**src/rtl/pipe_pkg.sv**
```systemverilog
// Shared types and constants for the elastic pipeline stage.
package pipe_pkg;

  // Occupancy of the stage: nothing held, main slot only, main + skid.
  typedef enum logic [1:0] {
    EMPTY = 2'd0,
    ONE   = 2'd1,
    TWO   = 2'd2
  } pipe_state_t;

  // addi x0,x0,0 -- handy FLUSH_VALUE for instruction-carrying stages.
  localparam logic [31:0] PIPE_NOP_INST = 32'h00000013;

  // Default stall counter width.
  localparam int PIPE_CNT_W_DEF = 16;

endpackage

```
**src/rtl/pipe_slot.sv**
```systemverilog
// One WIDTH-wide payload register: sync reset and clear both load
// FLUSH_VALUE, otherwise loads d when load is high.
module pipe_slot #(
  parameter int              WIDTH       = 32,
  parameter logic [WIDTH-1:0] FLUSH_VALUE = {WIDTH{1'b0}}
) (
  input  logic             clk,
  input  logic             rst,
  input  logic             clr,
  input  logic             load,
  input  logic [WIDTH-1:0] d,
  output logic [WIDTH-1:0] q
);

  logic [WIDTH-1:0] r_q;

  // Reset and clear take priority over a load in the same cycle.
  always_ff @(posedge clk) begin
    if (rst || clr)
      r_q <= FLUSH_VALUE;
    else if (load)
      r_q <= d;
  end

  assign q = r_q;

endmodule

```
**src/rtl/pipe_stage_elastic.sv**
```systemverilog
// Valid/ready elastic pipeline stage with a 2-entry skid so in_ready is a
// pure register output. Optional macro PIPE_STAGE_STALL_CNT_EN adds the
// CNT_W parameter and a saturating stall_cnt output.
module pipe_stage_elastic
  import pipe_pkg::*;
#(
  parameter int               WIDTH       = 32,
  parameter logic [WIDTH-1:0] FLUSH_VALUE = {WIDTH{1'b0}}
`ifdef PIPE_STAGE_STALL_CNT_EN
  ,
  parameter int               CNT_W       = PIPE_CNT_W_DEF
`endif
) (
  input  logic             clk,
  input  logic             rst,
  input  logic             flush,
  input  logic             in_valid,
  output logic             in_ready,
  input  logic [WIDTH-1:0] in_data,
  output logic             out_valid,
  input  logic             out_ready,
  output logic [WIDTH-1:0] out_data
`ifdef PIPE_STAGE_STALL_CNT_EN
  ,
  output logic [CNT_W-1:0] stall_cnt
`endif
);

  pipe_state_t      r_state;
  logic             r_in_ready;
  logic             w_out_valid;
  logic             w_in_fire;
  logic             w_out_fire;
  logic             w_main_ld;
  logic             w_skid_ld;
  logic [WIDTH-1:0] w_main_d;
  logic [WIDTH-1:0] w_main_q;
  logic [WIDTH-1:0] w_skid_q;

  assign w_out_valid = (r_state != EMPTY);
  assign w_in_fire   = in_valid & r_in_ready;
  assign w_out_fire  = w_out_valid & out_ready;

  // Main refills from upstream, or from skid when draining out of TWO.
  assign w_main_ld = ((r_state == EMPTY) & w_in_fire) |
                     ((r_state == ONE) & w_in_fire & w_out_fire) |
                     ((r_state == TWO) & w_out_fire);
  assign w_main_d  = (r_state == TWO) ? w_skid_q : in_data;
  // Skid only catches the beat that arrives while main is stalled.
  assign w_skid_ld = (r_state == ONE) & w_in_fire & ~w_out_fire;

  // Occupancy FSM; in_ready is registered alongside the state.
  always_ff @(posedge clk) begin
    if (rst) begin
      r_state    <= EMPTY;
      r_in_ready <= 1'b0;
    end else if (flush) begin
      r_state    <= EMPTY;
      r_in_ready <= 1'b1;
    end else begin
      case (r_state)
        EMPTY: begin
          if (w_in_fire) r_state <= ONE;
          r_in_ready <= 1'b1;
        end
        ONE: begin
          if (w_in_fire && !w_out_fire) begin
            r_state    <= TWO;
            r_in_ready <= 1'b0;
          end else if (!w_in_fire && w_out_fire) begin
            r_state    <= EMPTY;
            r_in_ready <= 1'b1;
          end else begin
            r_in_ready <= 1'b1;
          end
        end
        TWO: begin
          if (w_out_fire) begin
            r_state    <= ONE;
            r_in_ready <= 1'b1;
          end else begin
            r_in_ready <= 1'b0;
          end
        end
        default: begin
          r_state    <= EMPTY;
          r_in_ready <= 1'b1;
        end
      endcase
    end
  end

  pipe_slot #(.WIDTH(WIDTH), .FLUSH_VALUE(FLUSH_VALUE)) u_main (
    .clk  (clk),
    .rst  (rst),
    .clr  (flush),
    .load (w_main_ld),
    .d    (w_main_d),
    .q    (w_main_q)
  );

  pipe_slot #(.WIDTH(WIDTH), .FLUSH_VALUE(FLUSH_VALUE)) u_skid (
    .clk  (clk),
    .rst  (rst),
    .clr  (flush),
    .load (w_skid_ld),
    .d    (in_data),
    .q    (w_skid_q)
  );

  assign in_ready  = r_in_ready;
  assign out_valid = w_out_valid;
  assign out_data  = w_main_q;

`ifdef PIPE_STAGE_STALL_CNT_EN
  logic [CNT_W-1:0] r_stall_cnt;

  // Saturating count of cycles where output is offered but not taken;
  // flush deliberately leaves it alone.
  always_ff @(posedge clk) begin
    if (rst)
      r_stall_cnt <= '0;
    else if (w_out_valid && !out_ready && (r_stall_cnt != {CNT_W{1'b1}}))
      r_stall_cnt <= r_stall_cnt + CNT_W'(1);
  end

  assign stall_cnt = r_stall_cnt;
`endif

endmodule

```
**config.mk**
```make
export PLATFORM = sky130hd
export DESIGN_NAME = pipe_stage_elastic
export DESIGN_NICKNAME = d
export VERILOG_FILES = /design/src/rtl/pipe_pkg.sv /design/src/rtl/pipe_slot.sv /design/src/rtl/pipe_stage_elastic.sv
export SDC_FILE = /design/constraint.sdc
export NUM_CORES = 1
export LEC_CHECK = 0
export CAP_MARGIN = 15
export CORE_ASPECT_RATIO = 1.5
export CORE_MARGIN = 5
export CORE_UTILIZATION = 44
export CTS_CLUSTER_DIAMETER = 150
export DETAILED_ROUTE_END_ITERATION = 10
export GPL_TIMING_DRIVEN = 0
export PLACE_DENSITY = 0.75
export SLEW_MARGIN = 20
export SYNTH_ARGS = -nofsm -noshare
export SYNTH_HDL_FRONTEND = slang
export SYNTH_SLANG_ARGS = --single-unit
```
**constraint.sdc**
```tcl
create_clock -name clk -period 1.6 [get_ports clk]
set_input_delay 0.32 -clock clk [delete_from_list [all_inputs] [get_ports clk]]
set_output_delay 0.32 -clock clk [all_outputs]
set_load 0.01 [all_outputs]
```
==> run_results.csv, run 1 <==
group,metric,value,unit
outcome,outcome,"complete, but fails checks",
outcome,violations,"negative setup slack",
synth,synthFlopType,"dfxtp_1",
critical_path,arrival,1860,ps
layout,area_growth,47.6,%
critical_path,path_buf_inv,4,
timing,finalWorstSetupSlack,-67.3,ps
route,viasPerCell,5.20,
cts,cts_tree,"done",
power,irDropWorstVdd,0.634,mV
timing,post-route-min-period,1670,ps
placement,placed_area,3730,µm²
synth,yosysTopAreaCellShare,0.456,
critical_path,worst-path-max-fanout,10,
power,power_switching,0.966,mW
worst_hold_path,hold_class,"reg2reg",
power,switching_share,0.239,
timing,worst_clock_skew,5.51,ps
critical_path,path_delay_family,"buffers and inverters",
timing,tightest_slew,692,ps
route,ant_nets,0,
synth,synth.area.top_cells,"dfxtp_1 46%, a211oi_2 12%, mux2i_1 11%, nand2_1 8.3%, a21oi_1 5.6%",
timing,final_max_slew_viol_count,0,
power,pwr-share-seq,0.429,
route,wl_per_cell,15.0,µm
layout,final_area,4340,µm²
synth,ys_warn_count,0,
job,max_cap_viol_count,0,
timing,max_freq,600,MHz
route,dr.pass1.iters,4,
cts,clk_latency,330,ps
global_route,grt_pass1_vias,2563,
critical_path,timing.rr.start,"r_state[0]$_SDFFE_PP0P_",
critical_path,cp.required,1790,ps
synth,synthArstFlopShare,0,
placement,dp_hpwl,5.02,mm
cts,cts_buffers,9,
global_route,grt_overflow,0,
synth,synth_cell_type_count,28,
critical_path,crit_path_max_incr_delay,340,ps
cts,clk_pin_slew,80,ps
timing,hold_violations,0,
global_route,grt_max_degree,13,
synth,ys_seq_elements,67,
power,combinationalPowerShare,0.137,
critical_path,cpMostUsedCell,"buf_12",
global_route,grt_usage,0.175,
synth,synth_nets,355,
cts,clockBufferDepth,2,
critical_path,cp-start-kind,"flip-flop",
critical_path,reg2reg_slack,-70,ps
power,leakage,1.76,nW
timing,fin_crit_sh,1.04,
critical_path,crit_chain,"inv_2, ha_1, buf_6, nand3b_1, o221ai_4, buf_12, buf_12, nor2_2, a211oi_2",
floorplan,die_w,76.7,µm
power,powerDensity,931,nW/µm²
critical_path,critPathKind,"reg2reg",
worst_hold_path,worstHoldStart,"u_skid.q[3]$_SDFFE_PP0P_",
timing,setup_viol,32,
critical_path,worstRegToRegCells,9,
synth,synth_cells,314,
floorplan,rows,36,
synth,avgSynthCellArea,9.36,µm²
floorplan,coreArea,6490,µm²
cts,cts_root_buf,"clkbuf_8",
cts,cts_sinks,67,
placement,place.gp.congestion,0.778,
timing,fin_tns_setup,-1170,ps
floorplan,start_util,0.453,
cts,cts_max_level,3,
floorplan,die_area,8450,µm²
route,drc,0,
route,drt-initial-drc-count,144,
route,wl,7.30,mm
floorplan,io_pins,71,
synth,ys_seq_area_frac,0.456,
floorplan,dieHeight,110,µm
layout,final_util,0.669,
layout,drive_above_1_share,0.298,
placement,io_buffers,70,
critical_path,slowest_stage,"dfxtp_2",
power,internal_power,3.07,mW
power,clockPowerShare,0.434,
global_route,grt_pass1_wl,11.9,mm
worst_hold_path,worst_hold_path.endpoint,"u_skid.q[3]$_SDFFE_PP0P_",
synth,synth-edff-count,0,
power,finalPower,4.04,mW
synth,synth_area_leader_cell,"dfxtp_1",
timing,rsz0062_at_grt,"yes",
layout,layout.nets,446,
critical_path,worst_r2r_endpoint,"u_main.q[3]$_SDFFE_PP0P_",
layout,diodes,0,
global_route,antenna_found_initial,0,
layout,nFillCells,535,
timing,relSlewSlack,0.538,
route,num_vias,2526,
placement,pre_cts_slack,-370,ps
critical_path,endpoint_kind,"flip-flop",
worst_hold_path,hold_depth,2,
synth,syn_area,2940,µm²
## repair_timing
item | in CTS | in global routing
resized for setup | 49 | 42
setup buffers | 4 | 6
endpoints found under the hold margin | 0 | 0
pin swaps | 2 | 1
hold buffers | 0 | 0
cloned | 0 | 1
setup endpoints to repair | 65 | 80
## per-stage QoR
step                std cells  hold WS, ps
floorplan                 314          392
global placement          460          441
detailed placement        460          446
CTS                       479          457
global route              486          482
finish                    486          457
## metal layers
layer	vias to the layer above	global-route usage	share of wire
met5	-	0	0
met4	0	0.0788	0.022
met3	10	0.0439	0.043
met2	57	0.317	0.53
met1	1197	0.193	0.41
li1	1262	-	-
## cells in the final DEF (no fill, tap or decap), types with 2 or more instances in the layout
master           instances
buf_6                    4
a21oi_1                 33
nor2_4                   4
dfxtp_1                 65
nand2_1                 64
buf_12                   4
clkdlybuf4s50_1         49
bufinv_16                3
buf_2                    7
dlymetal6s2s_1          19
nor2_1                   7
or2_2                    2
dfxtp_2                  2
a211oi_2                30
ha_2                     2
inv_2                    3
a211oi_1                 3
clkbuf_8                10
clkbuf_2                 4
buf_4                   13
mux2i_1                 33
nor2_2                  23
## cell type report
| type | instances | area, µm² | share of cell area |
|---|---|---|---|
| multi-input cells | 219 | 1580 | 0.364 |
| inverters | 4 | 15.0 | 0.00346 |
| repair buffers | 81 | 861 | 0.198 |
| well taps | 76 | 95.1 | 0.0219 |
| clock buffers | 10 | 138 | 0.0317 |
| clock inverters | 6 | 111 | 0.0257 |
| flip-flops and latches | 67 | 1340 | 0.310 |
| plain buffers | 23 | 194 | 0.0447 |
## worst max-delay path by stage
| stage | startpoint | slack [ps] | cells past startpoint | endpoint |
|---|---|---|---|---|
| after global placement | rst | -360 | 5 | u_skid.q[13]$_SDFFE_PP0P_ |
| after CTS | r_state[0]$_SDFFE_PP0P_ | -10 | 9 | u_main.q[14]$_SDFFE_PP0P_ |
| after global routing | r_state[0]$_SDFFE_PP0P_ | -150 | 9 | u_main.q[3]$_SDFFE_PP0P_ |
| after floorplan | r_state[0]$_SDFFE_PP0P_ | 20 | 6 | u_main.q[11]$_SDFFE_PP0P_ |
| final | r_state[0]$_SDFFE_PP0P_ | -70 | 9 | u_main.q[3]$_SDFFE_PP0P_ |
| after detailed placement | rst | -370 | 5 | u_skid.q[4]$_SDFFE_PP0P_ |
## tightest hold or removal path: stages (launching register included)
cell and delay [ps]:
dfxtp_1 310, nand2_1 50, a21oi_1 50
## cells by family after synthesis
| family | Yosys count | synth area share |
|---|---|---|
| multiplexers | 33 | 0.112 |
| AO/OA/AOI/OAI | 71 | 0.208 |
| flip-flops | 67 | 0.456 |
| adder cells (fa/ha/maj) | 4 | 0.0170 |
| buffers and inverters | 28 | 0.0524 |
| AND/OR/NAND/NOR | 111 | 0.154 |
## synthesized netlist by cell type, types with 2 or more instances
cell,n
nand2_1,65
mux2i_1,33
a211oi_1,5
a211oi_2,28
nor2_1,34
a21oi_1,33
clkbuf_1,6
inv_1,4
buf_6,3
dfxtp_1,67
or2_2,2
ha_1,4
buf_2,12
buf_4,3
nor2b_1,2
## sequential cells by signal, summed over array words and instances, names as in the netlist
signal	cells
u_main.q	32
r_state	2
u_skid.q	32
in_ready	1
## power groups by stage
stage	clock network, mW	logic [mW]	registers [mW]
final	1.75	0.552	1.73
after global routing	1.85	0.595	1.74
after detailed placement	0	0.474	1.77
after floorplan	0	0.234	1.78
after global placement	0	0.467	1.76
after CTS	1.77	0.519	1.73
Note: power is estimated with default switching activity, not from simulation.
==> inputs of run 2 (changes only) <==
- PLACE_DENSITY: 0.75 -> unset
- PLACE_DENSITY_LB_ADDON: unset -> 0.08
==> run_results.csv, run 2 (synthesized netlist as in run 1, its figures left out) <==
group,metric,value,unit
critical_path,slowest_stage,"dfxtp_4",
critical_path,worst-path-max-fanout,8,
cts,cts_tree,"done",
route,viasPerCell,5.30,
route,wl,7.64,mm
power,irDropWorstVdd,0.479,mV
timing,fin_crit_sh,1.01,
cts,clk_latency,330,ps
layout,layout_commonest_cell,"dfxtp_1",
critical_path,path_delay_family,"buffers and inverters",
worst_hold_path,hold_class,"reg2reg",
floorplan,die_w,76.7,µm
power,powerDensity,811,nW/µm²
route,num_vias,2571,
layout,diodes,0,
worst_hold_path,hold_depth,2,
layout,area_growth,47.8,%
layout,drive_above_1_share,0.281,
timing,max_freq,618,MHz
outcome,violations,"negative setup slack",
layout,nFillCells,545,
floorplan,rows,36,
power,internal_power,2.62,mW
floorplan,io_pins,71,
global_route,grt_overflow,0,
global_route,antenna_found_initial,0,
power,clockPowerShare,0.337,
cts,cts_root_buf,"clkbuf_8",
route,wl_per_cell,15.8,µm
global_route,grt_pass1_wl,12.0,mm
power,finalPower,3.52,mW
placement,dp.cells,460,
floorplan,dieHeight,110,µm
cts,cts_sinks,67,
timing,hold_violations,0,
timing,setup_viol,9,
layout,final_cell_mix,"65 x dfxtp_1, 64 x nand2_1, 60 x clkdlybuf4s50_1",
worst_hold_path,worst_hold_path.endpoint,"u_skid.q[9]$_SDFFE_PP0P_",
critical_path,timing.rr.start,"r_state[0]$_SDFFE_PP0P_",
route,drc,0,
timing,post-route-min-period,1620,ps
critical_path,crit_chain,"buf_6, ha_4, nand3_4, o221ai_4, buf_12, buf_12, nor2_1, a211oi_2",
timing,final_max_slew_viol_count,0,
timing,relSlewSlack,0.517,
timing,fin_tns_setup,-72.7,ps
cts,cts_max_level,3,
floorplan,die_area,8450,µm²
placement,io_buffers,70,
power,power_switching,0.908,mW
critical_path,arrival,1880,ps
cts,clockBufferDepth,2,
timing,finalWorstSetupSlack,-18.8,ps
layout,final_cells,485,
route,ant_nets,0,
layout,layout.nets,446,
placement,pre_cts_slack,-417,ps
timing,tightest_slew,724,ps
critical_path,worst_r2r_endpoint,"u_main.q[30]$_SDFFE_PP0P_",
power,combinationalPowerShare,0.172,
global_route,grt_max_degree,11,
critical_path,crit_path_max_incr_delay,380,ps
timing,worst_clock_skew,5.00,ps
placement,placed_area,3730,µm²
global_route,grt_usage,0.176,
job,max_cap_viol_count,0,
route,drt-initial-drc-count,110,
power,switching_share,0.258,
power,leakage,1.57,nW
critical_path,path_buf_inv,3,
power,pwr-share-seq,0.492,
route,dr.pass1.iters,4,
critical_path,endpoint_kind,"flip-flop",
outcome,outcome,"complete, but fails checks",
floorplan,coreArea,6490,µm²
critical_path,critPathKind,"reg2reg",
cts,clk_pin_slew,70,ps
critical_path,reg2reg_slack,-20,ps
layout,final_area,4340,µm²
placement,dp_hpwl,4.93,mm
worst_hold_path,worstHoldStart,"u_skid.q[9]$_SDFFE_PP0P_",
floorplan,start_util,0.453,
timing,rsz0062_at_grt,"yes",
cts,cts_buffers,9,
global_route,grt_pass1_vias,2527,
critical_path,cp.required,1860,ps
placement,place.gp.congestion,0.755,
critical_path,worstRegToRegCells,8,
critical_path,cp-start-kind,"flip-flop",
critical_path,cpMostUsedCell,"buf_12",
==> run 2: layout make-up <==
class                      instances  area, µm²  area share
timing repair buffer              82        915       0.211
clock buffer                      12        145      0.0334
clock inverter                     3       15.0     0.00346
multi-input combinational        219       1600       0.368
tap                               76       95.1      0.0219
inverter                           4       25.0     0.00576
buffer                            22        203      0.0467
sequential                        67       1350       0.311
==> run 2: worst max-delay path by stage <==
stage	from	end	slack, ps	depth (start not counted)
floorplan	r_state[0]$_SDFFE_PP0P_	u_main.q[11]$_SDFFE_PP0P_	20	6
global placement	rst	u_skid.q[12]$_SDFFE_PP0P_	-400	5
detailed placement	flush	u_skid.q[13]$_SDFFE_PP0P_	-420	5
CTS	r_state[0]$_SDFFE_PP0P_	u_main.q[25]$_SDFFE_PP0P_	-20	9
global route	r_state[0]$_SDFFE_PP0P_	u_main.q[25]$_SDFFE_PP0P_	-100	8
finish	r_state[0]$_SDFFE_PP0P_	u_main.q[30]$_SDFFE_PP0P_	-20	8
==> run 2: worst reg2reg max path, cell delays in order, from the launching register on <==
cell and delay, ps:
dfxtp_4 380, buf_6 110, ha_4 160, nand3_4 110, o221ai_4 240, buf_12 200
buf_12 130, nor2_1 40, a211oi_2 170
==> run 2: timing repair <==
item / CTS / global route
buffers inserted: 6 / 1
pin swaps: 2 / 33
hold buffers: 0 / 0
setup endpoints to repair: 64 / 69
cloned: 1 / 4
resized for setup: 46 / 49
==> run 2: power by group through the flow <==
stage                     Combinational (mW)  Sequential [mW]  Clock [mW]
after global routing                   0.653             1.74        1.28
after detailed placement               0.477             1.76           0
after CTS                              0.538             1.73        1.22
after floorplan                        0.234             1.78           0
final                                  0.604             1.73        1.19
after global placement                 0.472             1.76           0
==> run 2: layer usage <==
metal,global-route usage,part of all wire,up-vias
li1,-,-,1262
met1,0.204,0.41,1241
met2,0.312,0.53,59
met3,0.0447,0.050,9
met4,0.0650,0.012,0
met5,0,0,-
==> run 2: per-stage QoR <==
stage                util  hold WS [ps]
floorplan               -           392
global placement    0.576           441
detailed placement  0.576           446
CTS                 0.631           456
global route        0.670           478
finish              0.670           456
